### src/rtl/captura_pkg.sv
// Shared definitions for the user-input capture path: FSM state encoding and data width
// used by captura_entrada and the downstream encoder/display stages.
package captura_pkg;

    localparam int DATA_W = 4;

    typedef enum logic [1:0] {
        IDLE       = 2'd0,
        PRESS_DB   = 2'd1,
        HELD       = 2'd2,
        RELEASE_DB = 2'd3
    } captura_state_t;

    // Counter width able to hold DEBOUNCE_CYCLES-1, never narrower than one bit.
    function automatic int cnt_width(input int cycles);
        return (cycles > 1) ? $clog2(cycles) : 1;
    endfunction

endpackage

### src/rtl/sincronizador.sv
// Generic 2-flop synchroniser for asynchronous inputs; the first flop may go metastable,
// the second presents a settled value to the clock domain.
module sincronizador #(
    parameter int WIDTH = 1
) (
    input  logic             clk,
    input  logic             rst,
    input  logic [WIDTH-1:0] d,
    output logic [WIDTH-1:0] q
);

    logic [WIDTH-1:0] meta_p0;
    logic [WIDTH-1:0] sync_p1;

    always_ff @(posedge clk or posedge rst) begin
        if (rst) begin
            meta_p0 <= '0;
            sync_p1 <= '0;
        end else begin
            meta_p0 <= d;
            sync_p1 <= meta_p0;
        end
    end

    assign q = sync_p1;

endmodule

### src/rtl/captura_entrada.sv
// Switch/button capture front-end: debounces the confirm button and latches the switches
// once per press. Define SYNC_2FF_EN to pass Button/Switches through a 2-flop synchroniser.
module captura_entrada
    import captura_pkg::*;
#(
    parameter int DEBOUNCE_CYCLES = 50000,
    parameter int CNT_W           = cnt_width(DEBOUNCE_CYCLES)
) (
    input  logic              Clock,
    input  logic              Reset,
    input  logic [DATA_W-1:0] Switches,
    input  logic              Button,
    input  logic              Clear,
    output logic [DATA_W-1:0] Input,
    output logic              Ready,
    output logic              Busy
);

    localparam logic [CNT_W-1:0] CNT_LAST = CNT_W'(DEBOUNCE_CYCLES - 1);

    logic              button_s;
    logic [DATA_W-1:0] switches_s;

`ifdef SYNC_2FF_EN
    logic [DATA_W:0] sync_q;

    sincronizador #(
        .WIDTH (DATA_W + 1)
    ) u_sincronizador (
        .clk (Clock),
        .rst (Reset),
        .d   ({Button, Switches}),
        .q   (sync_q)
    );

    assign button_s   = sync_q[DATA_W];
    assign switches_s = sync_q[DATA_W-1:0];
`else
    assign button_s   = Button;
    assign switches_s = Switches;
`endif

    captura_state_t   state;
    logic [CNT_W-1:0] cnt;

    // Busy is registered together with the state so it mirrors the debounce states exactly.
    always_ff @(posedge Clock or posedge Reset) begin
        if (Reset) begin
            state <= IDLE;
            cnt   <= '0;
            Input <= '0;
            Ready <= 1'b0;
            Busy  <= 1'b0;
        end else begin
            // A capture later in this block overrides the clear.
            if (Clear) begin
                Ready <= 1'b0;
            end

            case (state)
                IDLE: begin
                    if (button_s) begin
                        state <= PRESS_DB;
                        cnt   <= '0;
                        Busy  <= 1'b1;
                    end
                end

                PRESS_DB: begin
                    if (!button_s) begin
                        state <= IDLE;
                        Busy  <= 1'b0;
                    end else if (cnt == CNT_LAST) begin
                        Input <= switches_s;
                        Ready <= 1'b1;
                        state <= HELD;
                        Busy  <= 1'b0;
                    end else begin
                        cnt <= cnt + 1'b1;
                    end
                end

                HELD: begin
                    if (!button_s) begin
                        state <= RELEASE_DB;
                        cnt   <= '0;
                        Busy  <= 1'b1;
                    end
                end

                RELEASE_DB: begin
                    if (button_s) begin
                        state <= HELD;
                        Busy  <= 1'b0;
                    end else if (cnt == CNT_LAST) begin
                        state <= IDLE;
                        Busy  <= 1'b0;
                    end else begin
                        cnt <= cnt + 1'b1;
                    end
                end

                default: begin
                    state <= IDLE;
                    Busy  <= 1'b0;
                end
            endcase
        end
    end

endmodule

### config.mk
export PLATFORM = sky130hd
export DESIGN_NAME = captura_entrada
export DESIGN_NICKNAME = d
export VERILOG_FILES = /design/src/rtl/captura_pkg.sv /design/src/rtl/sincronizador.sv /design/src/rtl/captura_entrada.sv
export SDC_FILE = /design/constraint.sdc
export NUM_CORES = 1
export LEC_CHECK = 0
export CORE_ASPECT_RATIO = 1.4
export CORE_MARGIN = 4
export CORE_UTILIZATION = 40
export CTS_BUF_LIST = sky130_fd_sc_hd__clkbuf_4
export CTS_CLUSTER_DIAMETER = 200
export DETAILED_ROUTE_END_ITERATION = 6
export GPL_TIMING_DRIVEN = 0
export PLACE_DENSITY = 0.67
export SLEW_MARGIN = 10
export SYNTH_ARGS = -nofsm -noshare
export SYNTH_HDL_FRONTEND = slang
export SYNTH_SLANG_ARGS = --single-unit
### constraint.sdc
create_clock -name Clock -period 5.6 [get_ports Clock]
set_input_delay 1.68 -clock Clock [delete_from_list [all_inputs] [get_ports Clock]]
set_output_delay 1.68 -clock Clock [all_outputs]
set_load 0.02 [all_outputs]
# [Word level (Yosys, flattened, before mapping)]
# Cells that the tools add are included.
[totals] regBits=24 output_inout_bits=6 wordCells=44
[classes] n_addsub=1 n_eq_ne=10 n_mux=23 reduce_logical=5
[ops] cell="$mux W16" count=5
[ops] cell="$pmux W16 S4" count=1
[ops] cell="$add A16 B1 Y16 const B" count=1
[ops] cell="$eq A16 B16 Y1 const B" count=1
[ops] cell="$mux W2" count=6
[ops] cell="$mux W1" count=9
[ops] cell="$ne A2 B2 Y1 const B" count=4
[ops] cell="$pmux W2 S4" count=1
[ops] cell="$reduce_and A4 Y1" count=2
[ops] cell="$ne A3 B3 Y1 const B" count=2
[ops] cell="$eq A2 B2 Y1 const B" count=2
[ops] cell="$pmux W1 S4" count=1
[ops] cell="$reduce_and A3 Y1" count=1
[ops] cell="$eq A2 B1 Y1 const B" count=1
[ops] cell="$logic_not A2 Y1" count=1
[ops] cell="$reduce_and A2 Y1" count=1

# [Longest topological paths before layout]
[logic_depth] word_depth=4 depth_mapped=7 depth_no_buf=6

# [Worst setup path before layout]
# Ideal clock, no wire load.
[synth_path] path_type="input to register" startpoint="input port Button" endpoint="register cnt[11]" setup_time_ns=0.082 arrival_time_ns=2.641 required_ns=5.518 setup_slack_ns=2.877 cell_stages=6 n_path_buf=2 path_cell_list="xnor2_1 nor2b_1 clkbuf_1 clkbuf_1 nand3_1 a31oi_1"
[synth_between] elab_chain_len=2
[synth_lines] item="start, declared" line_no="captura_entrada.sv:12" text="input logic Button,"
[synth_lines] item="$ne A2 B2 Y1 (no line)"
[synth_lines] item="$reduce_and A4 Y1 (no line) *"
[synth_lines] item="end signal, assigned" line_no="captura_entrada.sv:79" text="cnt <= cnt + 1'b1;"
[synth_lines] item="end signal, assigned" line_no="captura_entrada.sv:99" text="cnt <= cnt + 1'b1;"
[synth_lines] item="end, declared" line_no="captura_entrada.sv:44" text="logic [CNT_W-1:0] cnt;"
# Every way passes the cells marked *; elsewhere a longest branch is shown, timed or not.
# A chain may end at the register's enable or synchronous reset.

# [Worst setup path in the final report]
[layout_path] startpoint="input port Button" endpoint="register cnt[9]"
# Same word-level chain as after synthesis.

==> results.txt <==
The flow ran to the end, and the final reports show no timing, DRC or antenna violations. The number of DRC violations after detailed routing came out at 0. The clock input transition at the sequential cells of the worst setup and hold paths came out at 140 ps. The number of design-rule violations left by the first detailed-router iteration came out at 52.

The critical path goes through clkdlybuf4s50_1 -> xnor2_1 -> nor2b_1 -> clkbuf_1 -> clkbuf_1 -> a31oi_1 -> a31oi_1. The post-detailed-placement half-perimeter wirelength is 2440 um. Leaving out fill and tap cells, the most frequent cell in the layout is sky130_fd_sc_hd__dfrtp_1. Post-CTS repair changed the size of 0 cells.

The share of the core filled with cells came out at 0.489. Yosys mapped a number of flops with a built-in enable equal to 0. The average vias per placed instance is 6.23. The critical path ends at cnt[9]. The pin slew with the least headroom to its limit is 907 ps.

The vias after detailed routing came out at 1177. The design area is 1570 um2. In the final routed layout, each cell accounts on average for 17.3 um. The portion of the clock cycle consumed by the worst path in the final layout is 0.569. The worst setup path is launched from a primary input. The number of buffer and inverter instances along the worst setup path came out at 3.

For this block, the routed nets add up to 3270 um of wire. Along the worst path, the maximum fanout reaches 10. Across all register-to-register paths, the minimum setup slack is 3420 ps.

The overall power of the completed layout is 0.292 mW. STA classifies the critical path endpoint as a register. The leakage dissipation came out at approximately 0.66 nW. The initial antenna violation count is 0.

For this configuration, the core starts out at a cell density of 0.425. The number of buffers added by the clock tree synthesis step is 3. The post-CTS setup buffer count is 0. The max-capacitance violation count is 0. The number of I/O pins came out at 14.

The minimum period implied by the final worst setup slack is 3190 ps. The final sum of negative setup slack is 0 ps. The area of placed instances is 1540 um2.

The setup skew after layout is 3.18 ps. The mean cell area of the mapped netlist came out at 10.3 um2. The layout net count is 160. The largest incremental delay on the critical path is 440 ps. The worst register-to-register path begins at cnt[0]. The worst reg2reg path depth came out at 6.

The data arrival time of the critical path came out at about 3400 ps. By startpoint and endpoint, the worst setup path is classified as in2reg. The number of nets handed over by synthesis was between 100 and 150. For this design, the CTS-stage hold fixing added 0 buffers. The number of port buffers came out at 13. After filler insertion, the fill cell instance count of the layout stands at 311.

The global-route congestion overflow total came out at 0. The buffer type at the clock tree root is sky130_fd_sc_hd__clkbuf_4. The pin count of the biggest net entering global routing is 25. Setup violations remaining at the end of the flow were counted as 0. From bottom edge to top edge, the die measures 77.1 um. The number of slew-limit violations in the final report came to 0. The later pin in the worst-skew pair is clocked with a latency of 320 ps. Yosys printed 0 warnings. For this run, the register share of the synthesized area comes to 0.440. The critical path starts at Button. The number of antenna diodes in the final layout is 0. The area growth from synthesis to layout is 15.0%. The gate count after technology mapping is around 130. The number of distinct standard cells referenced by the synthesized netlist is 43. In this run the horizontal extent of the chip is 57.4 um. The floorplan step defined a core boundary enclosing roughly 3200 um2. The critical path runs through a total of 7 cells. Setup repair after global routing left no endpoint under its margin. The number of clock sinks seen by CTS came out at 24. The cell with the largest stage delay on the worst path is sky130_fd_sc_hd__clkdlybuf4s50_1. The routability congestion estimate from global placement is 0.859. In the global route stage, overall resource usage came out at 0.157. In this run the critical register-to-register path is captured at cnt[1].

Leaving out fill and tap cells, the most frequent cells in the layout are 24 x sky130_fd_sc_hd__dfrtp_1, 13 x sky130_fd_sc_hd__clkdlybuf4s50_1, 10 x sky130_fd_sc_hd__a31oi_1. The CTS tree is yes. The share of final-layout standard cells stronger than drive strength 1 came out at 0.133. In this run the power density over the cells is 186 nW/um2. For this run, asynchronously set or reset flops after synthesis account for 1.00. The number of detailed-routing iterations run before antenna repair came out at 4. The headroom to the max-slew limit came out at 0.394. The minimum setup slack in the final design came out at 2410 ps. The most used flip-flop cell after synthesis is sky130_fd_sc_hd__dfrtp_1. The final hold violation count came out at 0. The clock passes through at most 2 buffers. Counting flops and latches in the post-synthesis netlist gives 24. The setup slack after placement is 2100 ps. The die covers ~4400 um2. The kind of cell with the highest combined delay along the critical path is buffers and inverters.

The path class of the tightest hold or removal check is reg2reg. The H-tree depth came out at 1. The synthesized netlist occupies a cell area of approximately 1400 um2. The number of rows created at floorplan is 24.

The maximum frequency from static timing analysis is roughly 0.31 GHz. In this run the remaining antenna-violating nets after routing total 0. The global-route wire length before repair is between 5000 and 6000 um.

STA puts the critical path data required time at 5850 ps. Across the VDD grid, the largest voltage drop is roughly 0.074 mV. The number of global-route vias before repair came to 1156.
==> final cells by class <==
cell class / count / area [um2] / area share
multi-input cells: 94 / 691 / 0.440
well taps: 39 / 48.8 / 0.0311
plain buffers: 10 / 55.1 / 0.0351
inverters: 5 / 18.8 / 0.0120
flip-flops and latches: 24 / 601 / 0.382
repair buffers: 13 / 130 / 0.0829
clock buffers: 3 / 22.5 / 0.0143
clock inverters: 1 / 3.75 / 0.00239
==> flip-flops by register name (all words and copies together), names as in the netlist, named ones only <==
name	count
cnt	16
Input	4
Busy	1
Ready	1
state	1
==> metrics by stage <==
step / std cells / hold WS [ps]
floorplan: 133 / 462
global placement: 185 / 462
detailed placement: 185 / 478
CTS: 189 / 509
global route: 189 / 522
finish: 189 / 506
==> metal layers <==
layer  vias to the layer above  part of all wire  GRT usage
met2                        45              0.53      0.262
met1                       576              0.39      0.194
li1                        547                 -          -
met4                         0             0.024     0.0673
met5                         -                 0          0
met3                         9             0.054     0.0269
==> worst register-to-register path, stage by stage (launching register included) <==
cell	delay, ps
sky130_fd_sc_hd__dfrtp_1	460
sky130_fd_sc_hd__ha_1	190
sky130_fd_sc_hd__clkbuf_1	350
sky130_fd_sc_hd__and3_1	210
sky130_fd_sc_hd__nand4_1	290
sky130_fd_sc_hd__buf_2	320
sky130_fd_sc_hd__a32o_1	270
==> power by group <==
part | total, mW | internal (mW) | leakage [nW] | switching [mW]
registers | 0.182 | 0.177 | 0.330 | 0.00508
logic | 0.0289 | 0.0121 | 0.313 | 0.0168
clock network | 0.0806 | 0.0261 | 0.0154 | 0.0545
total | 0.292 | 0.215 | 0.658 | 0.0764
==> cell families after synthesis <==
kind of cell,count (synthesis),synth area share
simple gates,53,0.268
compound gates,31,0.161
flops,24,0.440
buf+inv,15,0.0541
mux,6,0.0486
xor+xnor,3,0.0193
fa+ha+maj,1,0.00916
==> worst min path at each step <==
stage                 end  slack, ps  startpoint  cells after the start
floorplan            Busy        460    state[0]                      1
global placement    Ready        460       Ready                      1
global route        Ready        520       Ready                      1
CTS                  Busy        510    state[0]                      1
detailed placement  Ready        480       Ready                      1
finish              Ready        510       Ready                      1
==> synth_stat cells, drive strengths merged, types with 2 or more instances <==
master / instances / area (um2)
o2bb2ai: 2 / 17.5
and4: 8 / 72.6
dfrtp: 24 / 601
buf: 6 / 40.0
o211ai: 3 / 22.5
nand4: 7 / 43.8
a21boi: 2 / 15.0
o31ai: 3 / 22.5
and3: 3 / 18.8
a31oi: 10 / 62.6
nand3b: 3 / 22.5
nor4bb: 2 / 26.3
clkbuf: 4 / 15.0
nand3: 5 / 25.0
and2: 4 / 25.0
mux2: 5 / 56.3
a41oi: 2 / 17.5
or4: 2 / 15.0
or2: 3 / 18.8
nor4: 2 / 12.5
xor2: 2 / 17.5
nand2: 8 / 30.0
o21ai: 4 / 20.0
nand2b: 2 / 12.5
inv: 5 / 18.8
(Power assumes the default switching activity.)
